**src/rtl/conv_column_scheduler.sv**
```systemverilog
// Walks a 1-bit frame buffer column by column, issuing three vertical reads per pixel
// and reassembling the returned bits into 3-bit columns for the 3x3 averaging stage.
module conv_column_scheduler #(
    parameter int H_PIXELS     = 320,
    parameter int V_PIXELS     = 240,
    parameter int ADDR_W       = 17,
    parameter int BRAM_LATENCY = 2
) (
    input  logic              clk_in,
    input  logic              rst_n_in,
    input  logic              start_in,
    input  logic              pause_in,
    output logic [ADDR_W-1:0] bram_addr_out,
    output logic              bram_rd_en_out,
    input  logic              bram_data_in,
    output logic [2:0]        data_out,
    output logic              data_valid_out,
    output logic [10:0]       hcount_out,
    output logic [9:0]        vcount_out,
    output logic              busy_out,
    output logic              done_out
);

    localparam logic [10:0]       X_LAST = 11'(H_PIXELS - 1);
    localparam logic [9:0]        Y_LAST = 10'(V_PIXELS - 1);
    localparam logic [10:0]       V_LIM  = 11'(V_PIXELS);
    localparam logic [ADDR_W-1:0] H_MUL  = ADDR_W'(H_PIXELS);

    typedef enum logic [1:0] {
        S_IDLE,
        S_RUN,
        S_DRAIN,
        S_DONE
    } state_t;

    typedef struct packed {
        logic        valid;
        logic [1:0]  slot;
        logic        oob;
        logic [10:0] x;
        logic [9:0]  y;
    } tag_t;

    state_t      state_reg, state_next;
    logic [10:0] x_reg, x_next;
    logic [9:0]  y_reg, y_next;
    logic [1:0]  slot_reg, slot_next;

    logic        issue;
    logic [10:0] row;
    logic        row_oob;
    tag_t        issue_tag;
    tag_t        tail_tag;
    logic [BRAM_LATENCY-1:0] pipe_valid;
    logic        landed_bit;

    logic [1:0]  col_reg;
    logic [2:0]  data_reg;
    logic        valid_reg;
    logic [10:0] hcount_reg;
    logic [9:0]  vcount_reg;

    // Row may go to -1 for slot 0 at y=0; the 11-bit wrap makes it compare as out of range.
    always_comb begin
        issue          = (state_reg == S_RUN) && !pause_in;
        row            = {1'b0, y_reg} + {9'b0, slot_reg} - 11'd1;
        row_oob        = (row >= V_LIM);
        bram_rd_en_out = issue && !row_oob;
        bram_addr_out  = '0;
        if (bram_rd_en_out) begin
            bram_addr_out = ADDR_W'(row) * H_MUL + ADDR_W'(x_reg);
        end
        issue_tag.valid = issue;
        issue_tag.slot  = slot_reg;
        issue_tag.oob   = row_oob;
        issue_tag.x     = x_reg;
        issue_tag.y     = y_reg;
    end

    // Tag pipe: one stage per BRAM latency cycle; paused/drain cycles shift in bubbles.
    genvar gi;
    generate
        for (gi = 0; gi < BRAM_LATENCY; gi++) begin : g_stage
            tag_t stage_reg;
            if (gi == 0) begin : g_head
                always_ff @(posedge clk_in or negedge rst_n_in) begin
                    if (!rst_n_in) begin
                        stage_reg <= '0;
                    end else begin
                        stage_reg <= issue_tag;
                    end
                end
            end else begin : g_body
                always_ff @(posedge clk_in or negedge rst_n_in) begin
                    if (!rst_n_in) begin
                        stage_reg <= '0;
                    end else begin
                        stage_reg <= g_stage[gi-1].stage_reg;
                    end
                end
            end
            assign pipe_valid[gi] = stage_reg.valid;
        end
    endgenerate

    assign tail_tag   = g_stage[BRAM_LATENCY-1].stage_reg;
    assign landed_bit = bram_data_in && !tail_tag.oob;

    // Column assembler: slots 0/1 are parked, slot 2 completes the column and emits it.
    always_ff @(posedge clk_in or negedge rst_n_in) begin
        if (!rst_n_in) begin
            col_reg    <= '0;
            data_reg   <= '0;
            valid_reg  <= 1'b0;
            hcount_reg <= '0;
            vcount_reg <= '0;
        end else begin
            valid_reg <= 1'b0;
            if (tail_tag.valid) begin
                case (tail_tag.slot)
                    2'd0: col_reg[0] <= landed_bit;
                    2'd1: col_reg[1] <= landed_bit;
                    default: begin
                        data_reg   <= {landed_bit, col_reg};
                        hcount_reg <= tail_tag.x;
                        vcount_reg <= tail_tag.y;
                        valid_reg  <= 1'b1;
                    end
                endcase
            end
        end
    end

    always_ff @(posedge clk_in or negedge rst_n_in) begin
        if (!rst_n_in) begin
            state_reg <= S_IDLE;
            x_reg     <= '0;
            y_reg     <= '0;
            slot_reg  <= '0;
        end else begin
            state_reg <= state_next;
            x_reg     <= x_next;
            y_reg     <= y_next;
            slot_reg  <= slot_next;
        end
    end

    always_comb begin
        state_next = state_reg;
        x_next     = x_reg;
        y_next     = y_reg;
        slot_next  = slot_reg;
        case (state_reg)
            S_IDLE: begin
                if (start_in) begin
                    state_next = S_RUN;
                    x_next     = '0;
                    y_next     = '0;
                    slot_next  = '0;
                end
            end
            S_RUN: begin
                if (issue) begin
                    if (slot_reg == 2'd2) begin
                        slot_next = '0;
                        if (x_reg == X_LAST) begin
                            x_next = '0;
                            if (y_reg == Y_LAST) begin
                                y_next     = '0;
                                state_next = S_DRAIN;
                            end else begin
                                y_next = y_reg + 10'd1;
                            end
                        end else begin
                            x_next = x_reg + 11'd1;
                        end
                    end else begin
                        slot_next = slot_reg + 2'd1;
                    end
                end
            end
            // Pipe empties in the same cycle the final column is on the outputs.
            S_DRAIN: begin
                if (pipe_valid == '0) begin
                    state_next = S_DONE;
                end
            end
            S_DONE: begin
                state_next = S_IDLE;
            end
            default: begin
                state_next = S_IDLE;
            end
        endcase
    end

    assign busy_out       = (state_reg == S_RUN) || (state_reg == S_DRAIN);
    assign done_out       = (state_reg == S_DONE);
    assign data_out       = data_reg;
    assign data_valid_out = valid_reg;
    assign hcount_out     = hcount_reg;
    assign vcount_out     = vcount_reg;

endmodule

```
**config.mk**
```make
export PLATFORM = sky130hd
export DESIGN_NAME = conv_column_scheduler
export DESIGN_NICKNAME = d
export VERILOG_FILES = /design/src/rtl/conv_column_scheduler.sv
export SDC_FILE = /design/constraint.sdc
export NUM_CORES = 1
export LEC_CHECK = 0
export BUFFER_PORTS_ARGS = -buffer_cell sky130_fd_sc_hd__buf_2
export CAP_MARGIN = 10
export CORE_MARGIN = 2
export CORE_UTILIZATION = 40
export DETAILED_ROUTE_END_ITERATION = 8
export GPL_ROUTABILITY_DRIVEN = 0
export GPL_TIMING_DRIVEN = 0
export SLEW_MARGIN = 20
export SYNTH_ARGS = -nofsm -noshare
export SYNTH_HDL_FRONTEND = slang
export SYNTH_SLANG_ARGS = --single-unit
export TNS_END_PERCENT = 10
```
**constraint.sdc**
```tcl
create_clock -name clk_in -period 13 [get_ports clk_in]
set_input_delay 1.3 -clock clk_in [delete_from_list [all_inputs] [get_ports clk_in]]
set_output_delay 1.3 -clock clk_in [all_outputs]
set_load 0.01 [all_outputs]
```
# After elaboration in Yosys (flattened, before gate mapping)
# Index checks and enable logic that the tools add are counted.
# W data, S select, Z words.
[op_classes]
n_addsub = 6
n_mul = 1
n_bitwise = 1
mux = 25
n_eq_ne = 13
n_reduce_logical = 19
order_cmp = 1
[ops]
columns = ["cell", "count"]
rows = [
  ["$mux W10", 5],
  ["$mux W11", 4],
  ["$pmux W11 S2", 1],
  ["$pmux W10 S2", 1],
  ["$mux W2", 9],
  ["$add A17 B11 Y17", 1],
  ["$mux W17", 1],
  ["$add A10 B2 Y11", 1],
  ["$add A11 B1 Y11 const B", 1],
  ["$eq A11 B9 Y1 const B", 1],
  ["$ge A11 B8 Y1 const B", 1],
  ["$mul A11 B3 Y11 const B", 1],
  ["$sub A11 B1 Y11 const B", 1],
  ["$add A10 B1 Y10 const B", 1],
  ["$eq A10 B8 Y1 const B", 1],
  ["$pmux W2 S4", 1],
  ["$eq A2 B2 Y1 const B", 3],
  ["$logic_not A2 Y1", 3],
  ["$ne A2 B1 Y1 const B", 3],
  ["$ne A2 B2 Y1 const B", 3],
  ["$reduce_and A2 Y1", 3],
  ["$reduce_and A6 Y1", 1],
  ["$reduce_and A5 Y1", 1],
  ["$eq A2 B1 Y1 const B", 2],
  ["other kinds (11)", 16],
]
[totals]
elab_cells = 86
input_bits = 5
output_inout_bits = 45
reg_bits = 102

# Depth between registers and ports, before layout
[depth]
depth_word = 6
depth_mapped = 21
mapped_depth_nobuf = 21

# Least setup slack after synthesis
# OpenSTA, ideal clock, no wires.
[synth_path]
kind = "reg2out"
startpoint = "reg slot_reg[1]"
endpoint = "out bram_addr_out[16]"
slack_ns = 7.705
arrival_ns = 3.995
path_buffers = 0
path_stages_with_launch = 21
required_ns = 11.700
cell_sequence = "dfrtp_1 inv_1 ha_1 inv_1 ha_1 inv_1 fa_1 xnor2_1 ha_1 ha_1 inv_1 fa_1 inv_1 ha_1 o21a_1 o31a_1 o21ai_0 nor3_1 nand3b_1 xnor3_1 nor2_1"
[synth_between]
elab_chain_len = 6
elab_cells_between_ends = 8
cone_classes = "add/sub: 3; mul: 1; order compare: 1; mux: 1; reduce/logical: 2"
[synth_rtl]
columns = ["item", "line_no", "text"]
rows = [
  ["start: declaration", "47", "logic [1:0] slot_reg, slot_next;"],
  ["start signal: assignment", "144", "slot_reg <= slot_next;"],
  ["$add A10 B2 Y11 *", "66", "row = {1'b0, y_reg} + {9'b0, slot_reg} - 11'd1;"],
  ["$sub A11 B1 Y11 *", "66", ""],
  ["branches (longest 3 deep; another with $add A17 B11 Y17)", "--", ""],
  ["$mux W17 *", "70", "if (bram_rd_en_out) begin"],
  ["end: declaration", "13", "output logic [ADDR_W-1:0] bram_addr_out,"],
]
# Mark *: on every way between the ends.

# Worst setup path after layout
# Ends and elaborated chain as after synthesis.

==> metrics.md <==
| Metric | Value |
|---|---|
| Port bufs | `49` |
| First-pass GRT wire length | `15.3 mm` |
| Setup slack after layout | `around 6900 ps` |
| Final Hold Slack | `approximately 350 ps` |
| Max VDD drop | `about 0.32 mV` |
| Hold_buf cts | `0` |
| Via count of the first global-routing pass | `3289` |
| Worst Max-Slew Pin Slew | `724 ps` |
| Largest net degree at the start of global routing | `54` |
| Post-synth top flop | `dfrtp_1` |
| Seq pwr share | `26.2%` |
| Critical path, cell by cell | `inv_1 > ha_1 > inv_1 > ha_1 > inv_1 > fa_1 > xnor2_1 > ha_1 > ha_1 > inv_1 > fa_1 > inv_1 > ha_1 > o21a_1 > o31a_1 > o21ai_0 > nor3_1 > nand3b_1 > xnor3_1 > nor2_1 > buf_2` |
| Clk pwr share | `between 10% and 20%` |
| Comb power frac | `between 50% and 60%` |
| Async SR Flop Fraction | `100%` |
| Post-Place Setup Slack | `7270 ps` |
| Slew margin rel. | `51.4%` |
| CTS Sinks | `slightly above 100` |
| Final period util | `approximately 47%` |
| Number of diodes | `0` |
| R2r endpoint | `g_stage[0].stage_reg[21]` |
| Final antenna-violating net count | `0` |
| Area contributors post-synth | `dfrtp_1 51%, ha_1 11%, mux2_2 6.3%` |
| Final setup TNS | `0 ps` |
| Count leader, synth | `dfrtp_1` |
| Syn-to-layout area delta | `16.3%` |
| Gates resized, CTS repair | `0` |
| Fill cells | `1107` |
| Max-slew violation count | `0` |
| Synthesized netlist cell count | `approximately 450` |
| Post-Route WL | `~9.0 mm` |
| Fin. Hold Viols | `0` |
| I/O pin total | `50` |
| Wirelength per Cell | `about 13 um` |
| Commonest cells post-synth | `102 x dfrtp_1, 44 x ha_1, 42 x inv_1, 39 x nor2_1, 28 x mux2_2` |
| Crit Reg-Reg Startpoint | `slot_reg[1]` |
| Detailed router's first-iteration violation count | `between 100 and 150` |
| Post-CTS Setup Repair Bufs | `0` |
| H-tree depth | `3` |
| WP data arrival | `4750 ps` |
| Final layout net count | `about 560` |
| Mapped Area | `~5000 um2` |
| Reg clk slew, reported paths | `70 ps` |
| Num CTS Buffers | `9` |
| Syn avg cell area | `11.3 um2` |
| Final Setup Violations | `0` |
| Flip-flop count of the largest register after layout | `50` |
| Distinct cells, synth | `between 50 and 60` |
| Rows | `40` |
| Biggest area consumer among synthesized cells | `dfrtp_1` |
| Vias/cell | `roughly 5.0` |
| Syn Nets | `about 500` |
| Core Region | `12200 um2` |
| LEAKAGE | `between 2 and 3 nW` |
| Hold path depth | `0` |
| Maxcap violations | `0` |
| Worst setup EP type | `output pin` |
| CTS root buf | `clkbuf_16` |
| CTS tree | `done` |
| Die area | `~13000 um2` |
| Sw Share | `between 30% and 40%` |
| Die Width | `116 um` |
| Initial antenna violation count | `0` |
| CP Max Fanout | `7` |
| Ys Warns | `0` |
| DRC Markers | `0` |
| Hold path start | `g_stage[0].stage_reg[4]` |
| Worst setup path start | `slot_reg[1]` |
| Total power | `between 1.5 and 2 mW` |
| Final min period | `6050 ps` |
| Vias post-DR | `roughly 3.4k` |
| Sequential element share of the synthesized area | `50.8%` |
| Max stage delay on crit path | `approximately 470 ps` |
| Skew final | `roughly 6.9 ps` |
| Clk_lat worst skew | `around 340 ps` |
| Post-synth EDFFs | `0` |
| Die Y | `between 100 and 150 um` |
| CP max stage cell | `fa_1` |
| Gr usage total | `between 10% and 20%` |
| Grt total ovfl | `0` |
| Fraction of layout instances using a drive strength above 1 | `about 20%` |
| Net switching power | `around 610 uW` |
| Share of the synthesized area in the top cell type | `50.8%` |
| Worst setup SP type | `flop` |
| Fin area | `roughly 5800 um2` |
| Internal | `about 980 uW` |
| Status | `completed` |
| Initial core utilization | `between 40% and 50%` |
| CP Class | `reg -> out` |
| P per Cell Area | `roughly 270 nW/um2` |
| Worst Path Required | `between 10000 and 15000 ps` |
| Fmax | `around 170 MHz` |
| Placed instance area | `5520 um2` |
| RSZ-0062 raised after global routing | `no` |
| WHS Endpoint | `g_stage[1].stage_reg[4]` |
| Reg2reg path depth | `10` |
| R2R setup slack | `~10000 ps` |
| Max Root-Sink Buffers | `2` |
| Hold Path Class | `reg -> reg` |
| HPWL after DPL | `a little under 7 mm` |
| #FFs+latches synth | `slightly above 100` |
| DR pass1 iterations | `4` |
per-stage QoR:
step,cells,util (%)
2_1_floorplan,446,-
3_3_place_gp,663,45.1
3_5_place_dp,664,45.4
4_1_cts,680,48.1
5_1_grt,680,48.1
6_report,680,48.1
power groups by stage:
stage | logic [mW] | registers (mW) | clock network [mW]
finish | 0.876 | 0.415 | 0.290
floorplan | 0.700 | 0.420 | 0
CTS | 0.886 | 0.416 | 0.297
global placement | 0.850 | 0.419 | 0
detailed placement | 0.876 | 0.422 | 0
global route | 0.995 | 0.423 | 0.311
worst max-delay path: cells and delay by family, from the launching register on:
kind	cells	cell delay [ps]
AND/OR/NAND/NOR	3	540
AO/OA/AOI/OAI	3	400
flip-flops	1	450
adder cells (fa/ha/maj)	7	2080
buffers and inverters	6	430
XOR/XNOR	2	510
how the worst max path moves through the flow:
stage | slack, ps | to | depth (start not counted)
2_1_floorplan | 7710 | bram_addr_out[16] | 20
3_3_place_gp | 7340 | bram_addr_out[16] | 21
3_5_place_dp | 7270 | bram_addr_out[16] | 21
4_1_cts | 6890 | bram_addr_out[16] | 21
5_1_grt | 6620 | bram_addr_out[16] | 21
6_report | 6950 | bram_addr_out[16] | 21
routing by layer:
layer	GRT usage [%]	vias up	part of all wire, %
li1	-	1658	-
met1	20.1	1641	50
met2	22.2	64	45
met3	2.54	12	2.7
met4	6.11	0	1.8
met5	0	-	0
cell families (layout without fill, tap and decap cells):
family | Yosys count | after routing | share of synthesized area, %
flip-flops | 102 | 102 | 50.8
AND/OR/NAND/NOR | 117 | 117 | 11.9
XOR/XNOR | 27 | 27 | 5.28
multiplexers | 28 | 28 | 6.27
AO/OA/AOI/OAI | 75 | 75 | 9.83
buffers and inverters | 50 | 116 | 3.81
adder cells (fa/ha/maj) | 47 | 47 | 12.1
area by class of cell:
type	count	area [um2]	share of cell area, %
tap	168	210	3.59
multi-input combinational	294	2280	39.0
clock inverter	6	92.6	1.58
buffer	8	33.8	0.578
timing repair buffer	50	279	4.77
sequential	102	2550	43.6
inverter	42	158	2.70
clock buffer	10	239	4.09
cells in the final DEF (no fill, tap or decap), types with 2 or more instances in the layout:
cell type / netlist / layout
nand3_1: 11 / 11
nor3_1: 9 / 9
dfrtp_1: 102 / 102
and3_1: 6 / 6
xnor2_1: 20 / 20
nor2b_1: 10 / 10
clkbuf_1: 5 / 5
buf_2: 3 / 51
o21ai_1: 2 / 2
and2_1: 2 / 2
a21o_1: 8 / 8
a211oi_1: 3 / 3
nand3b_1: 2 / 2
o211ai_1: 2 / 2
o21ai_0: 26 / 26
nor2_1: 39 / 39
xor2_1: 5 / 5
nand2_1: 20 / 20
a21oi_1: 12 / 12
o21bai_1: 2 / 2
inv_1: 42 / 42
a211o_1: 2 / 2
nand2b_1: 3 / 3
fa_1: 3 / 3
mux2_2: 28 / 28
o31ai_1: 4 / 4
nand4_1: 4 / 4
o21a_1: 2 / 2
ha_1: 44 / 44
bufinv_16: 0 / 2
clkbuf_16: 0 / 9
Power figures use the tool's default switching activity.
